File: src/rtl/dunc16_sequencer_if.sv
// Memory-port handshake between the DUNC16 sequencer (master) and memory (slave).
interface dunc16_sequencer_if;
  logic MEM_REQ;
  logic MEM_WE;
  logic ADDR_SEL;
  logic MEM_RDY;

  modport master (output MEM_REQ, output MEM_WE, output ADDR_SEL, input MEM_RDY);
  modport slave  (input MEM_REQ, input MEM_WE, input ADDR_SEL, output MEM_RDY);
endinterface

File: src/rtl/dunc16_sequencer.sv
// DUNC16 control sequencer: fetch/decode/mem/write-back stepping with a
// memory wait-state watchdog that parks the machine in FAULT.
module dunc16_sequencer #(
  parameter int unsigned TIMEOUT = 15
) (
  input  logic                      CLK,
  input  logic                      RESET,
  dunc16_sequencer_if.master        mem,
  input  logic [15:0]               IR,
  input  logic                      AC_ZERO,
  input  logic                      CONT,
  output logic                      IR_LOAD,
  output logic                      PC_INC,
  output logic                      PC_LOAD,
  output logic                      MD_LOAD,
  output logic                      AC_LOAD,
  output logic [1:0]                ALU_OP,
  output logic                      HALTED,
  output logic                      BUS_ERR,
  output logic [2:0]                STATE
);

  typedef enum logic [2:0] {
    S_IDLE   = 3'd0,
    S_FETCH  = 3'd1,
    S_DECODE = 3'd2,
    S_MEM    = 3'd3,
    S_WB     = 3'd4,
    S_HALT   = 3'd5,
    S_FAULT  = 3'd6
  } state_t;

  state_t     state, state_nxt;
  logic [7:0] wait_cnt;
  logic [3:0] opc;
  logic       busy, timed_out;
  logic       mem_req, mem_we, addr_sel;

  assign opc  = IR[15:12];
  assign busy = (state == S_FETCH) || (state == S_MEM);
  // The edge that would complete the TIMEOUT-th waiting cycle goes to FAULT
  // instead; a ready in that same cycle still wins.
  assign timed_out = busy && !mem.MEM_RDY && (wait_cnt == 8'(TIMEOUT - 1));

  assign mem.MEM_REQ  = mem_req;
  assign mem.MEM_WE   = mem_we;
  assign mem.ADDR_SEL = addr_sel;
  assign STATE        = state;

  always_ff @(posedge CLK or negedge RESET) begin
    if (!RESET) begin
      state    <= S_IDLE;
      wait_cnt <= '0;
    end else begin
      state <= state_nxt;
      if (state_nxt != state || mem.MEM_RDY)
        wait_cnt <= '0;
      else if (busy)
        wait_cnt <= wait_cnt + 8'd1;
    end
  end

  always_comb begin
    state_nxt = state;
    mem_req   = 1'b0;
    mem_we    = 1'b0;
    addr_sel  = 1'b0;
    IR_LOAD   = 1'b0;
    PC_INC    = 1'b0;
    PC_LOAD   = 1'b0;
    MD_LOAD   = 1'b0;
    AC_LOAD   = 1'b0;
    ALU_OP    = 2'b00;
    HALTED    = 1'b0;
    BUS_ERR   = 1'b0;
    case (state)
      S_IDLE: state_nxt = S_FETCH;
      S_FETCH: begin
        mem_req = 1'b1;
        if (mem.MEM_RDY) begin
          IR_LOAD   = 1'b1;
          PC_INC    = 1'b1;
          state_nxt = S_DECODE;
        end else if (timed_out) begin
          state_nxt = S_FAULT;
        end
      end
      S_DECODE: begin
        case (opc)
          4'd0:                         state_nxt = S_HALT;
          4'd1, 4'd2, 4'd3, 4'd4, 4'd5: state_nxt = S_MEM;
          4'd6: begin PC_LOAD = 1'b1;    state_nxt = S_FETCH; end
          4'd7: begin PC_LOAD = AC_ZERO; state_nxt = S_FETCH; end
          default:                      state_nxt = S_FETCH;
        endcase
      end
      S_MEM: begin
        mem_req  = 1'b1;
        addr_sel = 1'b1;
        mem_we   = (opc == 4'd2);
        if (mem.MEM_RDY) begin
          if (opc == 4'd2) begin
            state_nxt = S_FETCH;
          end else begin
            MD_LOAD   = 1'b1;
            state_nxt = S_WB;
          end
        end else if (timed_out) begin
          state_nxt = S_FAULT;
        end
      end
      S_WB: begin
        AC_LOAD = 1'b1;
        case (opc)
          4'd3:    ALU_OP = 2'b01;
          4'd4:    ALU_OP = 2'b10;
          4'd5:    ALU_OP = 2'b11;
          default: ALU_OP = 2'b00;
        endcase
        state_nxt = S_FETCH;
      end
      S_HALT: begin
        HALTED = 1'b1;
        if (CONT) state_nxt = S_FETCH;
      end
      S_FAULT: BUS_ERR = 1'b1;
      default: state_nxt = S_IDLE;
    endcase
  end

endmodule

File: src/flat_wrapper.sv
// flat-port wrapper written by rule: the top's interface ports become plain ports
module dunc16_sequencer_flat 
#(
  parameter int unsigned TIMEOUT = 15
)
  (CLK, RESET, IR, AC_ZERO, CONT, IR_LOAD, PC_INC, PC_LOAD, MD_LOAD, AC_LOAD, ALU_OP, HALTED, BUS_ERR, STATE, mem_MEM_REQ, mem_MEM_WE, mem_ADDR_SEL, mem_MEM_RDY);
  dunc16_sequencer_if mem_i ();
  input  logic CLK;
  input  logic RESET;
  input  logic [15:0] IR;
  input  logic AC_ZERO;
  input  logic CONT;
  output logic IR_LOAD;
  output logic PC_INC;
  output logic PC_LOAD;
  output logic MD_LOAD;
  output logic AC_LOAD;
  output logic [1:0] ALU_OP;
  output logic HALTED;
  output logic BUS_ERR;
  output logic [2:0] STATE;
  output wire logic [$bits(mem_i.MEM_REQ)-1:0] mem_MEM_REQ;
  output wire logic [$bits(mem_i.MEM_WE)-1:0] mem_MEM_WE;
  output wire logic [$bits(mem_i.ADDR_SEL)-1:0] mem_ADDR_SEL;
  input wire logic [$bits(mem_i.MEM_RDY)-1:0] mem_MEM_RDY;
  assign mem_MEM_REQ = mem_i.MEM_REQ;
  assign mem_MEM_WE = mem_i.MEM_WE;
  assign mem_ADDR_SEL = mem_i.ADDR_SEL;
  assign mem_i.MEM_RDY = mem_MEM_RDY;
  dunc16_sequencer #(.TIMEOUT(TIMEOUT)) u_core (.CLK(CLK), .RESET(RESET), .mem(mem_i), .IR(IR), .AC_ZERO(AC_ZERO), .CONT(CONT), .IR_LOAD(IR_LOAD), .PC_INC(PC_INC), .PC_LOAD(PC_LOAD), .MD_LOAD(MD_LOAD), .AC_LOAD(AC_LOAD), .ALU_OP(ALU_OP), .HALTED(HALTED), .BUS_ERR(BUS_ERR), .STATE(STATE));
endmodule
File: config.mk
export PLATFORM = sky130hd
export DESIGN_NAME = dunc16_sequencer_flat
export DESIGN_NICKNAME = d
export VERILOG_FILES = /design/src/rtl/dunc16_sequencer_if.sv /design/src/rtl/dunc16_sequencer.sv /design/src/flat_wrapper.sv
export SDC_FILE = /design/constraint.sdc
export NUM_CORES = 1
export LEC_CHECK = 0
export ABC_AREA = 0
export BUFFER_PORTS_ARGS = -buffer_cell sky130_fd_sc_hd__clkbuf_2
export CORE_MARGIN = 5
export CORE_UTILIZATION = 48
export DETAILED_ROUTE_END_ITERATION = 10
export GPL_TIMING_DRIVEN = 0
export PLACE_DENSITY = 0.93
export SYNTH_ARGS = -nofsm -noshare
export SYNTH_HDL_FRONTEND = slang
export SYNTH_SLANG_ARGS = --single-unit
export TNS_END_PERCENT = 5
File: constraint.sdc
create_clock -name CLK -period 2.95 [get_ports CLK]
set_input_delay 0.4425 -clock CLK [delete_from_list [all_inputs] [get_ports CLK]]
set_output_delay 0.4425 -clock CLK [all_outputs]
set_load 0.1 [all_outputs]
-- After elaboration in Yosys (flattened, before gate mapping)
Cells that the tools add are included.
- shifts and indexed selects: 0
- reductions and logical operators: 11
- equality and inequality tests: 15
- bitwise gates (word level): 0
- div/mod/pow operators: 0
- $mul: 0
- order comparisons: 0
- mux-type cells: 24
- add/subtract/negate cells: 1
- operators with widths (operator ; count):
    3-bit case mux with 6 select lines ; 1
    4-bit by 3-bit == test with 1-bit output, second input constant ; 4
    8-bit two-way mux ; 2
    3-bit two-way mux ; 5
    1-bit two-way mux ; 12
    3-bit == test, second input constant ; 3
    8-bit by 1-bit adder with 8-bit output, second input constant ; 1
    4-bit by 2-bit == test with 1-bit output, second input constant ; 2
    8-bit by 4-bit == test with 1-bit output, second input constant ; 1
    3-bit by 2-bit == test with 1-bit output, second input constant ; 2
    2-bit case mux with 3 select lines ; 1
    3-bit case mux with 2 select lines ; 1
    5-bit OR reduction ; 1
    4-bit by 1-bit == test with 1-bit output, second input constant ; 1
    4-bit zero test ; 1
    2-bit OR reduction ; 2
    3-bit by 1-bit == test with 1-bit output, second input constant ; 1
    3-bit zero test ; 1
    3-bit inequality test ; 1
    1-bit logical AND ; 2
    1-bit logical OR ; 2
    2-bit two-way mux ; 1
    1-bit case mux with 2 select lines ; 1
    2-bit nonzero test ; 1
    1-bit zero test ; 1
- RAM bits: 0
- bits of input ports: 21
- bits in registers: 11
- latch bits: 0
- memories kept: 0
- logic and storage cells: 53
- memory bits (read-only): 0

-- Logic depth before layout (Yosys ltp)
Gate-level depths: netlist (run 1).
- depth in word-level cells: 10
- mapped depth: 5
- depth with buffers taken out: 5

-- Worst setup path before layout (run 1)
No wires, ideal clock.
- path type: reg-to-output
- start: register u_core.state[1], in the netlist u_core.STATE[1]
- end: output port MD_LOAD
- path buffers: 0
- arrival time: 4291 ps
- setup slack: -1784 ps
- data required time: 2508 ps
- stages on the path, launching flop included: 4
- path through: dfrtp_1 > inv_1 > nor3_1 > and3_2
- word-level cells in the longest chain between the ends: 2
- RTL lines (element ; line ; RTL):
    start: declaration ; dunc16_sequencer.sv:33 ; state_t state, state_nxt;
    start signal: assignment ; dunc16_sequencer.sv:55 ; state <= state_nxt;
    3-bit by 2-bit == test with 1-bit output ; dunc16_sequencer.sv:76 ; case (state)
    1-bit two-way mux ; dunc16_sequencer.sv:76 ;
    end: declaration ; flat_wrapper.sv:16 ; output logic MD_LOAD;
Every way passes these cells.

-- Worst setup path after layout (run 1)
- start: register u_core.state[1], in the netlist u_core.STATE[1]
- end: output port ALU_OP[0]
- word-level cells in the longest chain between the ends: 2
- RTL lines (element ; line ; RTL):
    3-bit == test ; dunc16_sequencer.sv:76 ;
    2-bit two-way mux ; dunc16_sequencer.sv:76 ;
    end: declaration ; flat_wrapper.sv:18 ; output logic [1:0] ALU_OP;
Every way passes these cells.

==> insert_results.sql, run 1 <==
INSERT INTO impl_metrics (metric_group, metric, value, unit) VALUES
('run_status', 'run_status', 'finished, final reports clean', ''),
('power', 'leakagePower', '0.468', 'nW'),
('worst_setup_path', 'worst_r2r_path_depth', '4', ''),
('timing', 'postLayoutSetupSlackWorst', '0.512', 'ns'),
('synth', 'synth-main-ff-cell', 'sky130_fd_sc_hd__dfrtp_1', ''),
('clock_tree', 'cts_tree', 'done', ''),
('worst_setup_path', 'arrival', '2.00', 'ns'),
('worst_setup_path', 'cp_data_required_time', '2.51', 'ns'),
('synth', 'synth_warnings', '0', ''),
('worst_setup_path', 'timing.setup.critical_path_class', 'flip-flop to primary output', ''),
('place', 'placement.io_buffers', '23', ''),
('clock_tree', 'number_of_buffers_added_by_the_clock_tree_synthesis_step', '3', ''),
('layout', 'filler_cell_count', '132', ''),
('synth', 'post_synth_instance_area', '752', 'um^2'),
('synth', 'post_syn_area_per_cell', '8.74', 'um^2'),
('place', 'finalWeightedCongestion', '0.813', ''),
('layout', 'area_used_by_multi_input_combinational_logic', '482', 'um^2'),
('timing', 'final_hold_viols', '0', ''),
('timing', 'final_slew_violations', '0', ''),
('layout', 'share_of_cells_above_drive_strength_1', '0.354', ''),
('floorplanning', 'core', '1490', 'um^2'),
('worst_setup_path', 'cp-start-kind', 'flip-flop', ''),
('grt', 'number_of_antenna_violations_at_the_first_check_in_global_routing', '0', ''),
('synth', 'syn_nets', '109', ''),
('drt', 'final_antenna_net_count', '0', ''),
('drt', 'wire_per_inst', '14.0', 'um'),
('synth', 'yosys.cell_count.top_type', 'sky130_fd_sc_hd__dfrtp_1', ''),
('worst_setup_path', 'rr_startpoint', 'u_core.wait_cnt[4]', ''),
('timing', 'final_period_demand_of_the_worst_path', '2.44', 'ns'),
('drt', 'avgViaCountPerCell', '5.70', ''),
('grt', 'largest_net_degree_at_the_start_of_global_routing', '12', ''),
('place', 'dpl.hpwl', '1410', 'um'),
('min_path', 'hold_class', 'input port to asynchronous set/reset pin', ''),
('flow_run', 'maxCapViolations', '0', ''),
('synth', 'synth_enable_flop_cells', '0', ''),
('layout', 'synthToLayoutAreaGrowth', '29.6', '%'),
('synth', 'netlist_top_cells_count', 'sky130_fd_sc_hd__dfrtp_1, sky130_fd_sc_hd__inv_1, sky130_fd_sc_hd__nor2_1', ''),
('synth', 'synth_area_leaders', 'sky130_fd_sc_hd__dfrtp_1, sky130_fd_sc_hd__xnor2_1, sky130_fd_sc_hd__nor4_1', ''),
('layout', 'ff_latch_area', '275', 'um^2'),
('worst_setup_path', 'critical_path_peak_fanout', '7', ''),
('worst_setup_path', 'timing.critical_path.from', 'u_core.STATE[1]', ''),
('clock_tree', 'clock_tree_sinks', '11', ''),
('power', 'vdd_ir_drop_max', '1000', 'uV'),
('worst_setup_path', 'rrSetupSlack', '1.47', 'ns'),
('drt', 'drt-total-wl', '1810', 'um'),
('power', 'total_power', '0.00113', 'W'),
('floorplanning', 'initial_core_util', '0.505', ''),
('clock_tree', 'clkTransAtPathRegs', '0.07', 'ns'),
('clock_tree', 'h-tree-depth', '1', ''),
('grt', 'first_global_vias', '775', ''),
('layout', 'antennaDiodeCount', '0', ''),
('synth', 'sequential_area_share_after_synthesis', '0.366', ''),
('worst_setup_path', 'critical_path.reg2reg.endpoint', 'u_core.wait_cnt[2]', ''),
('floorplanning', 'io-pin-count', '36', ''),
('grt', 'grt_first_pass_wirelength', '3260', 'um'),
('worst_setup_path', 'timing.critical_path.to_type', 'primary output', ''),
('synth', 'yosys.area.top_type', 'sky130_fd_sc_hd__dfrtp_1', ''),
('timing', 'timing_worst_slew_pin_value', '0.549', 'ns'),
('drt', 'via_count', '735', ''),
('synth', 'yosys_register_bits', '11', ''),
('synth', 'synth_top_area_share', '0.366', ''),
('clock_tree', 'cts_hold_buffers', '0', ''),
('synth', 'synthCells', '86', ''),
('drt', 'drc', '0', ''),
('floorplanning', 'design.die.area', '2460', 'um^2'),
('clock_tree', 'post_cts_resized', '0', ''),
('floorplanning', 'dieWidth', '49.6', 'um'),
('timing', 'slew_headroom', '0.636', ''),
('floorplanning', 'fp.dieH', '49.6', 'um'),
('place', 'pre_cts_ws', '0.717', 'ns'),
('timing', 'max_freq', '410', 'MHz');
metal layers:
metal	up-vias	routed length, um	GRT usage
met3	2	100	0.0271
met2	26	955	0.290
met1	349	723	0.182
met5	-	0	0
li1	358	-	-
met4	0	25	0.0873
cells in the final DEF (no fill, tap or decap), drive strengths merged, types with 2 or more instances in the layout:
master  instances
inv             8
xnor2           5
dfrtp          11
nand4           2
xor2            3
nand3b          3
and2b           2
nand2           7
buf             3
a211oi          2
nor4            5
and3            2
nor2            8
o21ai           5
clkbuf         27
nand3           3
nor3            5
a21oi           2
ha              2
worst max path at each step:
| stage | end | slack (ns) |
|---|---|---|
| floorplan | MD_LOAD | -0.42 |
| CTS | ALU_OP[0] | 0.50 |
| detailed placement | mem_MEM_WE | 0.72 |
| global placement | mem_MEM_WE | 0.74 |
| finish | ALU_OP[0] | 0.51 |
| global route | ALU_OP[0] | 0.38 |
sequential cells by signal, summed over array words and instances, names as in the netlist:
signal and cells:
u_core.wait_cnt 8, u_core.STATE 3
stage by stage:
stage | utilization | area, um^2 | TNS [ns] | hold WS [ns] | std cells
after CTS | 0.655 | 975 | 0 | 0.0493 | 129
after floorplan | - | 813 | -0.936 | 0.147 | 86
after detailed placement | 0.637 | 948 | 0 | 0.331 | 125
after global routing | 0.655 | 975 | 0 | 0.0540 | 129
final | 0.655 | 975 | 0 | 0.0448 | 129
after global placement | 0.637 | 948 | 0 | 0.323 | 125
power breakdown:
| group | internal (W) | switching [W] |
|---|---|---|
| clock | 0.0000522 | 0.0000472 |
| sequential | 0.000181 | 0.0000470 |
| combinational | 0.000166 | 0.000633 |
| total | 0.000400 | 0.000727 |
final cells by class:
| cell class | instances | area share |
|---|---|---|
| inverter | 8 | 0.0308 |
| clock buffer | 4 | 0.0270 |
| timing repair buffer | 23 | 0.118 |
| tap | 16 | 0.0205 |
| buffer | 3 | 0.0270 |
| sequential | 11 | 0.282 |
| multi-input combinational | 64 | 0.494 |
cell families (layout without fill, tap and decap cells):
family / Yosys count / in the layout / synth area share
XOR/XNOR: 8 / 8 / 0.0932
AO/OA/AOI/OAI: 12 / 12 / 0.111
flip-flops: 11 / 11 / 0.366
buffers and inverters: 11 / 38 / 0.0749
adder cells (fa/ha/maj): 2 / 2 / 0.0333
AND/OR/NAND/NOR: 42 / 42 / 0.321
critical path, cell delays in order, from the launching register on:
cell                       delay (ns)
sky130_fd_sc_hd__dfrtp_1         0.46
sky130_fd_sc_hd__inv_1           0.26
sky130_fd_sc_hd__nand3_1         0.25
sky130_fd_sc_hd__nor4_4          0.26
sky130_fd_sc_hd__clkbuf_2        0.50
Power figures use the tool's default switching activity.
==> run 2: changes to the inputs <==
--- a/config.mk
+++ b/config.mk
@@ -8,10 +8,10 @@
 export ABC_AREA = 0
 export BUFFER_PORTS_ARGS = -buffer_cell sky130_fd_sc_hd__clkbuf_2
 export CORE_MARGIN = 5
-export CORE_UTILIZATION = 48
+export CORE_UTILIZATION = 44
 export DETAILED_ROUTE_END_ITERATION = 10
 export GPL_TIMING_DRIVEN = 0
-export PLACE_DENSITY = 0.93
+export PLACE_DENSITY = 0.87
 export SYNTH_ARGS = -nofsm -noshare
 export SYNTH_HDL_FRONTEND = slang
 export SYNTH_SLANG_ARGS = --single-unit
==> constraint.sdc (replaced) <==
create_clock -name CLK -period 2.3 [get_ports CLK]
set_input_delay 0.345 -clock CLK [delete_from_list [all_inputs] [get_ports CLK]]
set_output_delay 0.345 -clock CLK [all_outputs]
set_load 0.1 [all_outputs]
==> run 2 against run 1 <==
Compared with the run above:
- clock power rose by 29%
- largest cell class unchanged
- register-to-register slack got worse by 0.68 ns
- flip-flop and latch count did not move
- critical path depth did not move
- sequential power rose by 36%
- global-route usage fell by 0.69 points
- clock-buffer cell count did not move
- die area rose by 7.2%
- clock skew fell by 0.0013 ns
- sequential share of layout area fell by 0.28 points
- highest routed layer unchanged
==> insert_results.sql, run 2 (synthesis results as in run 1) <==
INSERT INTO impl_metrics (metric_group, metric, value, unit) VALUES
('run_status', 'run_status', 'finished, final reports clean', ''),
('drt', 'avgViaCountPerCell', '5.47', ''),
('floorplanning', 'rows', '15', ''),
('worst_setup_path', 'cp-start-kind', 'flip-flop', ''),
('layout', 'flip_flop_count_of_the_largest_register_all_copies_and_words_added', '8', ''),
('drt', 'via_count', '717', ''),
('layout', 'layout.cells.most_common_list', 'sky130_fd_sc_hd__clkbuf_2, sky130_fd_sc_hd__inv_1, sky130_fd_sc_hd__nor2_1, sky130_fd_sc_hd__dfrtp_1, sky130_fd_sc_hd__nand2_1', ''),
('grt', 'grt_overflow_total', '0', ''),
('worst_setup_path', 'rr_startpoint', 'u_core.wait_cnt[4]', ''),
('clock_tree', 'clockBufferDepth', '2', ''),
('timing', 'final_period_utilization', '0.956', ''),
('layout', 'largest-register', 'u_core.wait_cnt', ''),
('power', 'powerDensity', '1440', 'nW/um^2'),
('place', 'dpl.hpwl', '1410', 'um'),
('floorplanning', 'core', '1670', 'um^2'),
('min_path', 'hold_class', 'input port to flip-flop', ''),
('timing', 'worst_clock_skew', '0.00203', 'ns'),
('clock_tree', 'cts_tree', 'done', ''),
('flow_run', 'maxCapViolations', '0', ''),
('drt', 'drt-total-wl', '1810', 'um'),
('clock_tree', 'number_of_buffers_added_by_the_clock_tree_synthesis_step', '3', ''),
('clock_tree', 'h-tree-depth', '1', ''),
('timing', 'timing.setup.tns', '0', 'ns'),
('floorplanning', 'initial_core_util', '0.450', ''),
('worst_setup_path', 'timing.setup.critical_path_class', 'flip-flop to primary output', ''),
('power', 'vdd_ir_drop_max', '1150', 'uV'),
('drt', 'met2RoutedLength', '932', 'um'),
('drt', 'drc', '0', ''),
('grt', 'grtUsageTotal', '0.157', ''),
('grt', 'grt_first_pass_wirelength', '3180', 'um'),
('layout', 'antennaDiodeCount', '0', ''),
('floorplanning', 'design.die.area', '2640', 'um^2'),
('drt', 'detail_route.wirelength.met1', '770', 'um'),
('layout', 'layout.cells.non_filler', '131', ''),
('floorplanning', 'io-pin-count', '36', ''),
('grt', 'first_global_vias', '777', ''),
('worst_setup_path', 'critical_path_peak_fanout', '9', ''),
('layout', 'fin_nets', '138', ''),
('timing', 'final_hold_viols', '0', ''),
('drt', 'wire_per_inst', '13.8', 'um'),
('drt', 'final_antenna_net_count', '0', ''),
('place', 'placed_cells_incl_taps', '126', ''),
('worst_setup_path', 'critical_path.cell_chain', 'and2b_1, o21ai_0, nor4_4, buf_2', ''),
('worst_setup_path', 'crit_buf_inv', '1', ''),
('layout', 'mostFrequentLayoutCell', 'sky130_fd_sc_hd__clkbuf_2', ''),
('timing', 'slew_headroom', '0.632', ''),
('drt', 'dr.first_iter.drc_count', '7', ''),
('floorplanning', 'fp.dieH', '51.3', 'um'),
('layout', 'synthToLayoutAreaGrowth', '36.3', '%'),
('worst_setup_path', 'cp_data_required_time', '1.96', 'ns'),
('timing', 'setup_repair_after_global_routing_missed_its_margin', 'false', ''),
('worst_setup_path', 'timing.critical_path.to_type', 'primary output', ''),
('floorplanning', 'dieWidth', '51.3', 'um'),
('worst_setup_path', 'max_stage_delay', '0.52', 'ns'),
('layout', 'finalCoreUtilization', '0.613', ''),
('worst_setup_path', 'timing.critical_path.from', 'u_core.STATE[0]', ''),
('grt', 'largest_net_degree_at_the_start_of_global_routing', '12', ''),
('clock_tree', 'cts_root_buffer', 'sky130_fd_sc_hd__clkbuf_4', ''),
('timing', 'final_slew_violations', '0', ''),
('timing', 'report.final.setup_viol', '0', ''),
('grt', 'number_of_antenna_violations_at_the_first_check_in_global_routing', '0', ''),
('min_path', 'worstHoldStart', 'CONT', ''),
('place', 'placement.io_buffers', '23', ''),
('clock_tree', 'clock_tree_sinks', '11', ''),
('timing', 'timing_worst_slew_pin_value', '0.555', 'ns'),
('timing', 'max_freq', '455', 'MHz'),
('place', 'finalWeightedCongestion', '0.774', ''),
('clock_tree', 'clkTransAtPathRegs', '0.07', 'ns'),
('worst_setup_path', 'arrival', '1.85', 'ns'),
('clock_tree', 'insertion_delay', '0.26', 'ns'),
('drt', 'met3RoutedLength', '89', 'um'),
('drt', 'route.top_layer_used', 'met4', ''),
('worst_setup_path', 'worst_path_dominant_cell_family', 'flip-flops', ''),
('timing', 'final_period_demand_of_the_worst_path', '2.20', 'ns'),
('drt', 'first_pass_iters', '4', ''),
('power', 'leakagePower', '0.476', 'nW'),
('layout', 'share_of_cells_above_drive_strength_1', '0.395', ''),
('worst_setup_path', 'slowest_stage', 'sky130_fd_sc_hd__dfrtp_4', '');
run 2: cell count changes in the layout (fill, tap and decap cells not counted), sizes merged:
cell / change
buf: +1
clkbuf: -1
dlygate4sd3: +1
run 2: timing repair:
item,4_1_cts,5_1_grt
endpoints found under the setup margin,2,4
endpoints found under the hold margin,11,0
hold buffers,1,0
resized for setup,3,2
setup buffers,0,0
run 2: path summary, 6_finish.rpt:
| check | slack [ns] | to | depth (start not counted) |
|---|---|---|---|
| max in group asynchronous | 1.58 | u_core.STATE[0] | 2 |
| worst min-delay path | 0.33 | u_core.STATE[2] | 2 |
| worst min register to register | 0.57 | u_core.wait_cnt[7] | 2 |
| worst max register to register | 0.79 | u_core.wait_cnt[7] | 4 |
| min in group asynchronous | 0.48 | u_core.wait_cnt[6] | 2 |
| worst max-delay path | 0.10 | PC_LOAD | 4 |
run 2: routing by layer:
| layer | GRT usage | up-vias |
|---|---|---|
| met3 | 0.0321 | 2 |
| li1 | - | 361 |
| met4 | 0.0655 | 0 |
| met2 | 0.296 | 19 |
| met5 | 0 | - |
| met1 | 0.166 | 335 |
run 2: where the power goes:
group / switching [W] / internal, W / leakage [nW]
combinational: 0.000818 / 0.000219 / 0.318
sequential: 0.0000614 / 0.000249 / 0.144
clock: 0.0000611 / 0.0000670 / 0.0150
total: 0.000941 / 0.000535 / 0.476
run 2: metrics by stage:
stage                     hold slack, ns  power, W  cell area [um^2]  setup WS (ns)
final                              0.328   0.00148              1020          0.102
after detailed placement           0.232   0.00135               972          0.144
after global routing               0.322   0.00155              1020         0.0248
after floorplan                   0.0494   0.00119               836         -0.300
after global placement             0.224   0.00133               972          0.166
after CTS                          0.318   0.00148              1020         0.0343
run 2: cell type report:
| class | count | area [um^2] |
|---|---|---|
| Buffer | 3 | 26.3 |
| Clock buffer | 4 | 26.3 |
| Inverter | 8 | 30.0 |
| Timing Repair Buffer | 24 | 136 |
| Sequential cell | 11 | 287 |
| Fill cell | 144 | 646 |
| Multi-Input combinational cell | 64 | 498 |
| Tap cell | 17 | 21.3 |
